**src/rtl/mips_pkg.sv**
```systemverilog
// Shared types and constants for the MIPS multicycle memory interface.
// Latency: n/a (declarations only).
// Backpressure: n/a.
package mips_pkg;

    localparam int DATA_W = 32;

    // Read data returned when an access is aborted by the timeout.
    localparam logic [DATA_W-1:0] MEMIF_POISON = 32'hDEADBEEF;

    typedef enum logic [1:0] {
        IDLE = 2'd0,
        REQ  = 2'd1,
        DONE = 2'd2
    } memif_state_t;

endpackage

```
**src/rtl/mips_mem_if_if.sv**
```systemverilog
// Bundle of control-FSM side and RAM side signals of the memory interface.
// Latency: n/a (wiring only).
// Backpressure: the stall signal holds the control FSM; ram_req is held until ram_ack.
//
// CPU side : memread, memwrite, addr, wdata -> mem_rdata, mem_ready, stall, mem_err
// RAM side : ram_req, ram_we, ram_addr, ram_wdata -> ram_ack, ram_rdata
// master = environment (control FSM + RAM), slave = mips_mem_if.
interface mips_mem_if_if
    import mips_pkg::*;
#(
    parameter int AW = 10
);
    logic              memread;
    logic              memwrite;
    logic [DATA_W-1:0] addr;
    logic [DATA_W-1:0] wdata;
    logic [DATA_W-1:0] mem_rdata;
    logic              mem_ready;
    logic              stall;
    logic              mem_err;
    logic              ram_req;
    logic              ram_we;
    logic [AW-1:0]     ram_addr;
    logic [DATA_W-1:0] ram_wdata;
    logic              ram_ack;
    logic [DATA_W-1:0] ram_rdata;

    modport master (
        output memread, memwrite, addr, wdata, ram_ack, ram_rdata,
        input  mem_rdata, mem_ready, stall, mem_err,
               ram_req, ram_we, ram_addr, ram_wdata
    );

    modport slave (
        input  memread, memwrite, addr, wdata, ram_ack, ram_rdata,
        output mem_rdata, mem_ready, stall, mem_err,
               ram_req, ram_we, ram_addr, ram_wdata
    );
endinterface

```
**src/rtl/mips_mem_if.sv**
```systemverilog
// Multicycle memory interface: turns level memread/memwrite into a held RAM req/ack access.
// Latency: request in IDLE cycle t, ram_ack in cycle t+k (k>=1) -> mem_ready pulse at t+k+1.
// Backpressure: stall (combinational) holds the control FSM until the access completes.
//
// Ports: clk, reset (synchronous, active-high), bus (mips_mem_if_if.slave).
// Optional feature: define MEMIF_TIMEOUT_EN to abort a REQ lasting TIMEOUT cycles
// with poisoned read data and a sticky mem_err; otherwise REQ waits forever.
module mips_mem_if
    import mips_pkg::*;
#(
    parameter int AW      = 10,
    parameter int TIMEOUT = 64
) (
    input  logic          clk,
    input  logic          reset,
    mips_mem_if_if.slave  bus
);

    memif_state_t      r_state;
    logic [DATA_W-1:0] r_mem_rdata;
    logic              r_mem_ready;
    logic              r_ram_req;
    logic              r_ram_we;
    logic [AW-1:0]     r_ram_addr;
    logic [DATA_W-1:0] r_ram_wdata;
    logic              w_req;
    logic              w_unused;

    assign w_req = bus.memread | bus.memwrite;

    // Byte-lane and upper address bits play no part in a word access.
    assign w_unused = ^{bus.addr[DATA_W-1:AW+2], bus.addr[1:0]};

`ifdef MEMIF_TIMEOUT_EN
    localparam int TW = $clog2(TIMEOUT + 1);
    logic [TW-1:0] r_timer;
    logic          r_mem_err;
`else
    logic [31:0]   w_unused_timeout;
    assign w_unused_timeout = 32'(TIMEOUT);
`endif

    always_ff @(posedge clk) begin
        if (reset) begin
            r_state     <= IDLE;
            r_mem_rdata <= '0;
            r_mem_ready <= 1'b0;
            r_ram_req   <= 1'b0;
            r_ram_we    <= 1'b0;
            r_ram_addr  <= '0;
            r_ram_wdata <= '0;
`ifdef MEMIF_TIMEOUT_EN
            r_timer     <= '0;
            r_mem_err   <= 1'b0;
`endif
        end else begin
            case (r_state)
                IDLE: begin
                    r_mem_ready <= 1'b0;
                    if (w_req) begin
                        r_ram_addr  <= bus.addr[AW+1:2];
                        r_ram_wdata <= bus.wdata;
                        r_ram_we    <= bus.memwrite;
                        r_ram_req   <= 1'b1;
                        r_state     <= REQ;
`ifdef MEMIF_TIMEOUT_EN
                        r_timer     <= '0;
`endif
                    end
                end
                REQ: begin
                    // An ack in the timeout cycle still completes normally.
                    if (bus.ram_ack) begin
                        if (!r_ram_we) begin
                            r_mem_rdata <= bus.ram_rdata;
                        end
                        r_ram_req   <= 1'b0;
                        r_mem_ready <= 1'b1;
                        r_state     <= DONE;
                    end
`ifdef MEMIF_TIMEOUT_EN
                    else if (r_timer == TW'(TIMEOUT - 1)) begin
                        if (!r_ram_we) begin
                            r_mem_rdata <= MEMIF_POISON;
                        end
                        r_ram_req   <= 1'b0;
                        r_mem_ready <= 1'b1;
                        r_mem_err   <= 1'b1;
                        r_state     <= DONE;
                    end else begin
                        r_timer <= r_timer + 1'b1;
                    end
`endif
                end
                DONE: begin
                    // A request still high here is the one just served; IDLE re-detects the next.
                    r_mem_ready <= 1'b0;
                    r_state     <= IDLE;
                end
                default: begin
                    r_state <= IDLE;
                end
            endcase
        end
    end

    always_comb begin
        case (r_state)
            IDLE:    bus.stall = w_req;
            REQ:     bus.stall = 1'b1;
            default: bus.stall = 1'b0;
        endcase
    end

    assign bus.mem_rdata = r_mem_rdata;
    assign bus.mem_ready = r_mem_ready;
    assign bus.ram_req   = r_ram_req;
    assign bus.ram_we    = r_ram_we;
    assign bus.ram_addr  = r_ram_addr;
    assign bus.ram_wdata = r_ram_wdata;
`ifdef MEMIF_TIMEOUT_EN
    assign bus.mem_err   = r_mem_err;
`else
    assign bus.mem_err   = 1'b0;
`endif

endmodule

```
**src/flat_wrapper.sv**
```systemverilog
// flat-port wrapper written by rule: the top's interface ports become plain ports
module mips_mem_if_flat import mips_pkg::*;
#(
    parameter int AW      = 10,
    parameter int TIMEOUT = 64
)
  (clk, reset, bus_memread, bus_memwrite, bus_addr, bus_wdata, bus_ram_ack, bus_ram_rdata, bus_mem_rdata, bus_mem_ready, bus_stall, bus_mem_err, bus_ram_req, bus_ram_we, bus_ram_addr, bus_ram_wdata);
  mips_mem_if_if #(.AW(AW)) bus_i ();
  input  logic clk;
  input  logic reset;
  input wire logic [$bits(bus_i.memread)-1:0] bus_memread;
  input wire logic [$bits(bus_i.memwrite)-1:0] bus_memwrite;
  input wire logic [$bits(bus_i.addr)-1:0] bus_addr;
  input wire logic [$bits(bus_i.wdata)-1:0] bus_wdata;
  input wire logic [$bits(bus_i.ram_ack)-1:0] bus_ram_ack;
  input wire logic [$bits(bus_i.ram_rdata)-1:0] bus_ram_rdata;
  output wire logic [$bits(bus_i.mem_rdata)-1:0] bus_mem_rdata;
  output wire logic [$bits(bus_i.mem_ready)-1:0] bus_mem_ready;
  output wire logic [$bits(bus_i.stall)-1:0] bus_stall;
  output wire logic [$bits(bus_i.mem_err)-1:0] bus_mem_err;
  output wire logic [$bits(bus_i.ram_req)-1:0] bus_ram_req;
  output wire logic [$bits(bus_i.ram_we)-1:0] bus_ram_we;
  output wire logic [$bits(bus_i.ram_addr)-1:0] bus_ram_addr;
  output wire logic [$bits(bus_i.ram_wdata)-1:0] bus_ram_wdata;
  assign bus_i.memread = bus_memread;
  assign bus_i.memwrite = bus_memwrite;
  assign bus_i.addr = bus_addr;
  assign bus_i.wdata = bus_wdata;
  assign bus_i.ram_ack = bus_ram_ack;
  assign bus_i.ram_rdata = bus_ram_rdata;
  assign bus_mem_rdata = bus_i.mem_rdata;
  assign bus_mem_ready = bus_i.mem_ready;
  assign bus_stall = bus_i.stall;
  assign bus_mem_err = bus_i.mem_err;
  assign bus_ram_req = bus_i.ram_req;
  assign bus_ram_we = bus_i.ram_we;
  assign bus_ram_addr = bus_i.ram_addr;
  assign bus_ram_wdata = bus_i.ram_wdata;
  mips_mem_if #(.AW(AW), .TIMEOUT(TIMEOUT)) u_core (.clk(clk), .reset(reset), .bus(bus_i));
endmodule
```
**config.mk**
```make
export PLATFORM = sky130hd
export DESIGN_NAME = mips_mem_if_flat
export DESIGN_NICKNAME = d
export VERILOG_FILES = /design/src/rtl/mips_pkg.sv /design/src/rtl/mips_mem_if_if.sv /design/src/rtl/mips_mem_if.sv /design/src/flat_wrapper.sv
export SDC_FILE = /design/constraint.sdc
export NUM_CORES = 1
export LEC_CHECK = 0
export BUFFER_PORTS_ARGS = -buffer_cell sky130_fd_sc_hd__clkbuf_2
export CELL_PAD_IN_SITES_DETAIL_PLACEMENT = 0
export CELL_PAD_IN_SITES_GLOBAL_PLACEMENT = 1
export CORE_MARGIN = 8
export CORE_UTILIZATION = 32
export CTS_CLUSTER_SIZE = 16
export DETAILED_ROUTE_END_ITERATION = 6
export GPL_TIMING_DRIVEN = 0
export PLACE_DENSITY = 0.82
export SLEW_MARGIN = 20
export SYNTH_ARGS = -nofsm -noshare
export SYNTH_HDL_FRONTEND = slang
export SYNTH_SLANG_ARGS = --single-unit
```
**constraint.sdc**
```tcl
create_clock -name clk -period 1.4 [get_ports clk]
set_input_delay 0.07 -clock clk [delete_from_list [all_inputs] [get_ports clk]]
set_output_delay 0.07 -clock clk [all_outputs]
set_load 0.01 [all_outputs]
```
==> results.toml <==
[run_status]
run_status = "complete, no violations"

[synth]
ys_ff_latch = 79
synth_seq_area_share = 0.4628
synth_top_cell_area_share = 0.4628
postSynthCellCount = 347
syn_area_per_cell_um2 = 9.847
synth_nets = 448
netlist_top_cells_area = "dfxtp_1 46%, nand2b_1 15%, mux2i_1 12%"
synth_largest_area_cell = "dfxtp_1"
yosys_warnings = 0
syn_area_um2 = 3417
synth.distinct_cells = 26

[power_and_ir_drop]
power.share.clock = 0.330
p_switching_mw = 1.386
seq_power_share = 0.463
vdd_drop_max_mv = 0.5098
p_leak_nw = 2.392
p_int_mw = 3.996
p_sw_frac = 0.2575
power_density_nw_per_um2 = 1009
p_comb_frac = 0.207

[floorplanning]
io_pins = 180
fp-row-count = 37
start_util = 0.3295
core_area_um2 = 10370
die_x_um = 119.3
fp.dieH_um = 119.3
dieArea_um2 = 14240

[final_layout]
drive_above_1_share = 0.3879
area_growth_pct = 56.10
final_area_um2 = 5334
multi_input_area_um2 = 1599
finish.net_count = 691
n_fill_cell = 961
finalNonFillerCells = 730
seq_area_um2 = 1582

[cts]
clockBufferDepth = 2
ctsResizeCount = 0
root_buffer = "clkbuf_8"
cts_buffers = 9
cts_tree = "done"
worstSkewPairLatency_ns = 0.35
path_clk_slew_ns = 0.07
clock_sinks = 79
htreeDepth = 3

[drt]
vias = 3131
first_iter_violations = 97
dr_wl_met2_mm = 4.657
highest-signal-layer = "met4"
wl_per_cell_um = 13.86
wl_mm = 10.12
vias_per_cell = 4.289
routed-wl-met3_um = 871
ant_nets = 0
m1WireLength_mm = 4.430
drt-pass1-iter-count = 4
route.detailed.drc = 0

[place]
place.gp.congestion = 0.7162
pre_cts_slack_ns = 0.09691
place_hpwl_mm = 7.210
placed_cells = 638
port-buffer-count = 155
placedInstanceArea_um2 = 4363

[sta]
maxSlewViolCount = 0
min_period_over_period = 0.9093
final.setup_skew_ns = 0.008233
setup_viol = 0
fmaxAchievable_mhz = 785.6
min_period_ns = 1.273
hold_viol = 0
timing.final.ws_setup_ns = 0.1270
tns_ns = 0

[setup_path]
worst_setup_path_start_kind = "flip-flop"
path_class = "reg -> reg"
cp.required_ns = 1.66
crit_arrival_ns = 1.54
worstPathMaxFanout = 10
slowest_stage = "dfxtp_1"
cpPeakStageDelay_ns = 0.37
crit_chain = "nor2_2 -> o21a_1 -> buf_6 -> buf_12 -> mux2i_1"
setup.worst_path.end_class = "flip-flop"

[grt]
grtUsageTotal = 0.1437
grt_antenna_before_repair = 1
grt_max_degree = 13
grt_pass1_wl_mm = 16.82
grt_pass1_vias = 3395
grt_overflow_total = 0

[run]
max-cap-violations = 0

[hold_path]
hold_path.class = "in -> reg"
==> worst paths after layout <==
check | startpoint | endpoint | slack, ns | depth (start not counted)
max | u_core.r_state[0] | u_core.bus.ram_wdata[22] | 0.13 | 5
min | bus_memread | u_core.bus.ram_we | 0.06 | 3
max reg2reg | u_core.r_state[0] | u_core.bus.ram_wdata[22] | 0.13 | 5
min reg2reg | u_core.bus.mem_rdata[31] | u_core.bus.mem_rdata[31] | 0.46 | 2
==> layout by cell type (no fill, tap or decap), drive strengths merged, types with 2 or more instances in the layout <==
master and n:
buf 20, nor2 3, mux2i 42, clkbuf 173, nand2 66, dfxtp 79, dlygate4sd3 76, nand2b 84
a21oi 35, bufinv 2
==> synthesized netlist by cell type <==
master / n
buf_8: 1
inv_1: 1
o21ai_0: 1
and4bb_1: 1
nor3b_1: 1
nand2b_1: 84
nor2_2: 1
buf_12: 4
a21oi_1: 5
buf_4: 5
dfxtp_1: 79
nor2_1: 2
nand4bb_1: 1
buf_6: 4
conb_1: 1
nand3b_1: 1
o21a_1: 1
nand2_1: 56
a2111oi_0: 1
a21bo_2: 1
clkbuf_1: 8
mux2i_1: 42
buf_2: 5
nor3_1: 1
nand2_2: 10
a21oi_2: 30
==> registers in the layout, indices dropped and copies added (netlist names) <==
| signal | cells |
|---|---|
| u_core.bus.ram_we | 1 |
| u_core.bus.ram_addr | 10 |
| u_core.bus.ram_wdata | 32 |
| u_core.r_state | 2 |
| u_core.bus.mem_rdata | 32 |
| u_core.bus.mem_ready | 1 |
| u_core.bus.ram_req | 1 |
==> power by group through the flow <==
stage	logic, mW	registers, mW	clock network (mW)
after floorplan	0.502	2.61	0
after global placement	0.939	2.53	0
after detailed placement	0.951	2.54	0
after CTS	1.12	2.49	1.85
after global routing	1.22	2.51	1.95
final	1.12	2.49	1.77
==> repair_timing <==
item,in CTS,in global routing
endpoints found under the hold margin,76,0
buffers inserted,0,1
setup endpoints to repair,0,11
hold buffers,76,0
==> layout make-up <==
type | instances | area share
antenna | 1 | 0.0004692
buffer | 27 | 0.04363
clock buffer | 10 | 0.02393
clock inverter | 4 | 0.01361
inverter | 1 | 0.0007037
multi-input combinational | 240 | 0.2998
sequential | 79 | 0.2965
tap | 136 | 0.03190
timing repair buffer | 232 | 0.2895
==> worst max-delay path, delay by kind of cell (launching register included) <==
family	cells	cell delay [ns]
DFF	1	0.37
buffers and inverters	2	0.32
muxes	1	0.19
AOI/OAI and AO/OA	1	0.16
and+or+nand+nor	1	0.15
==> cells by family (layout without fill, tap and decap cells) <==
group,after synthesis,after routing,share of synthesized area
muxes,42,42,0.1230
buffers and inverters,28,274,0.06920
other,1,2,0.001097
AOI/OAI and AO/OA,39,39,0.09337
and+or+nand+nor,158,158,0.2505
DFF,79,79,0.4628
==> metrics by stage <==
stage | hold WS, ns | total power, mW | utilization
after CTS | 0.03973 | 5.460 | 0.5134
final | 0.06083 | 5.382 | 0.5144
after detailed placement | 0.2994 | 3.494 | 0.4207
after global routing | 0.05305 | 5.682 | 0.5144
after floorplan | 0.1878 | 3.110 | -
after global placement | 0.2950 | 3.474 | 0.4207
==> metal layers <==
layer / up-vias / GRT usage
li1: 1602 / -
met5: - / 0
met2: 124 / 0.2396
met3: 16 / 0.06046
met1: 1389 / 0.1617
met4: 0 / 0.05074
No activity file was read; power rests on OpenSTA's default activity.
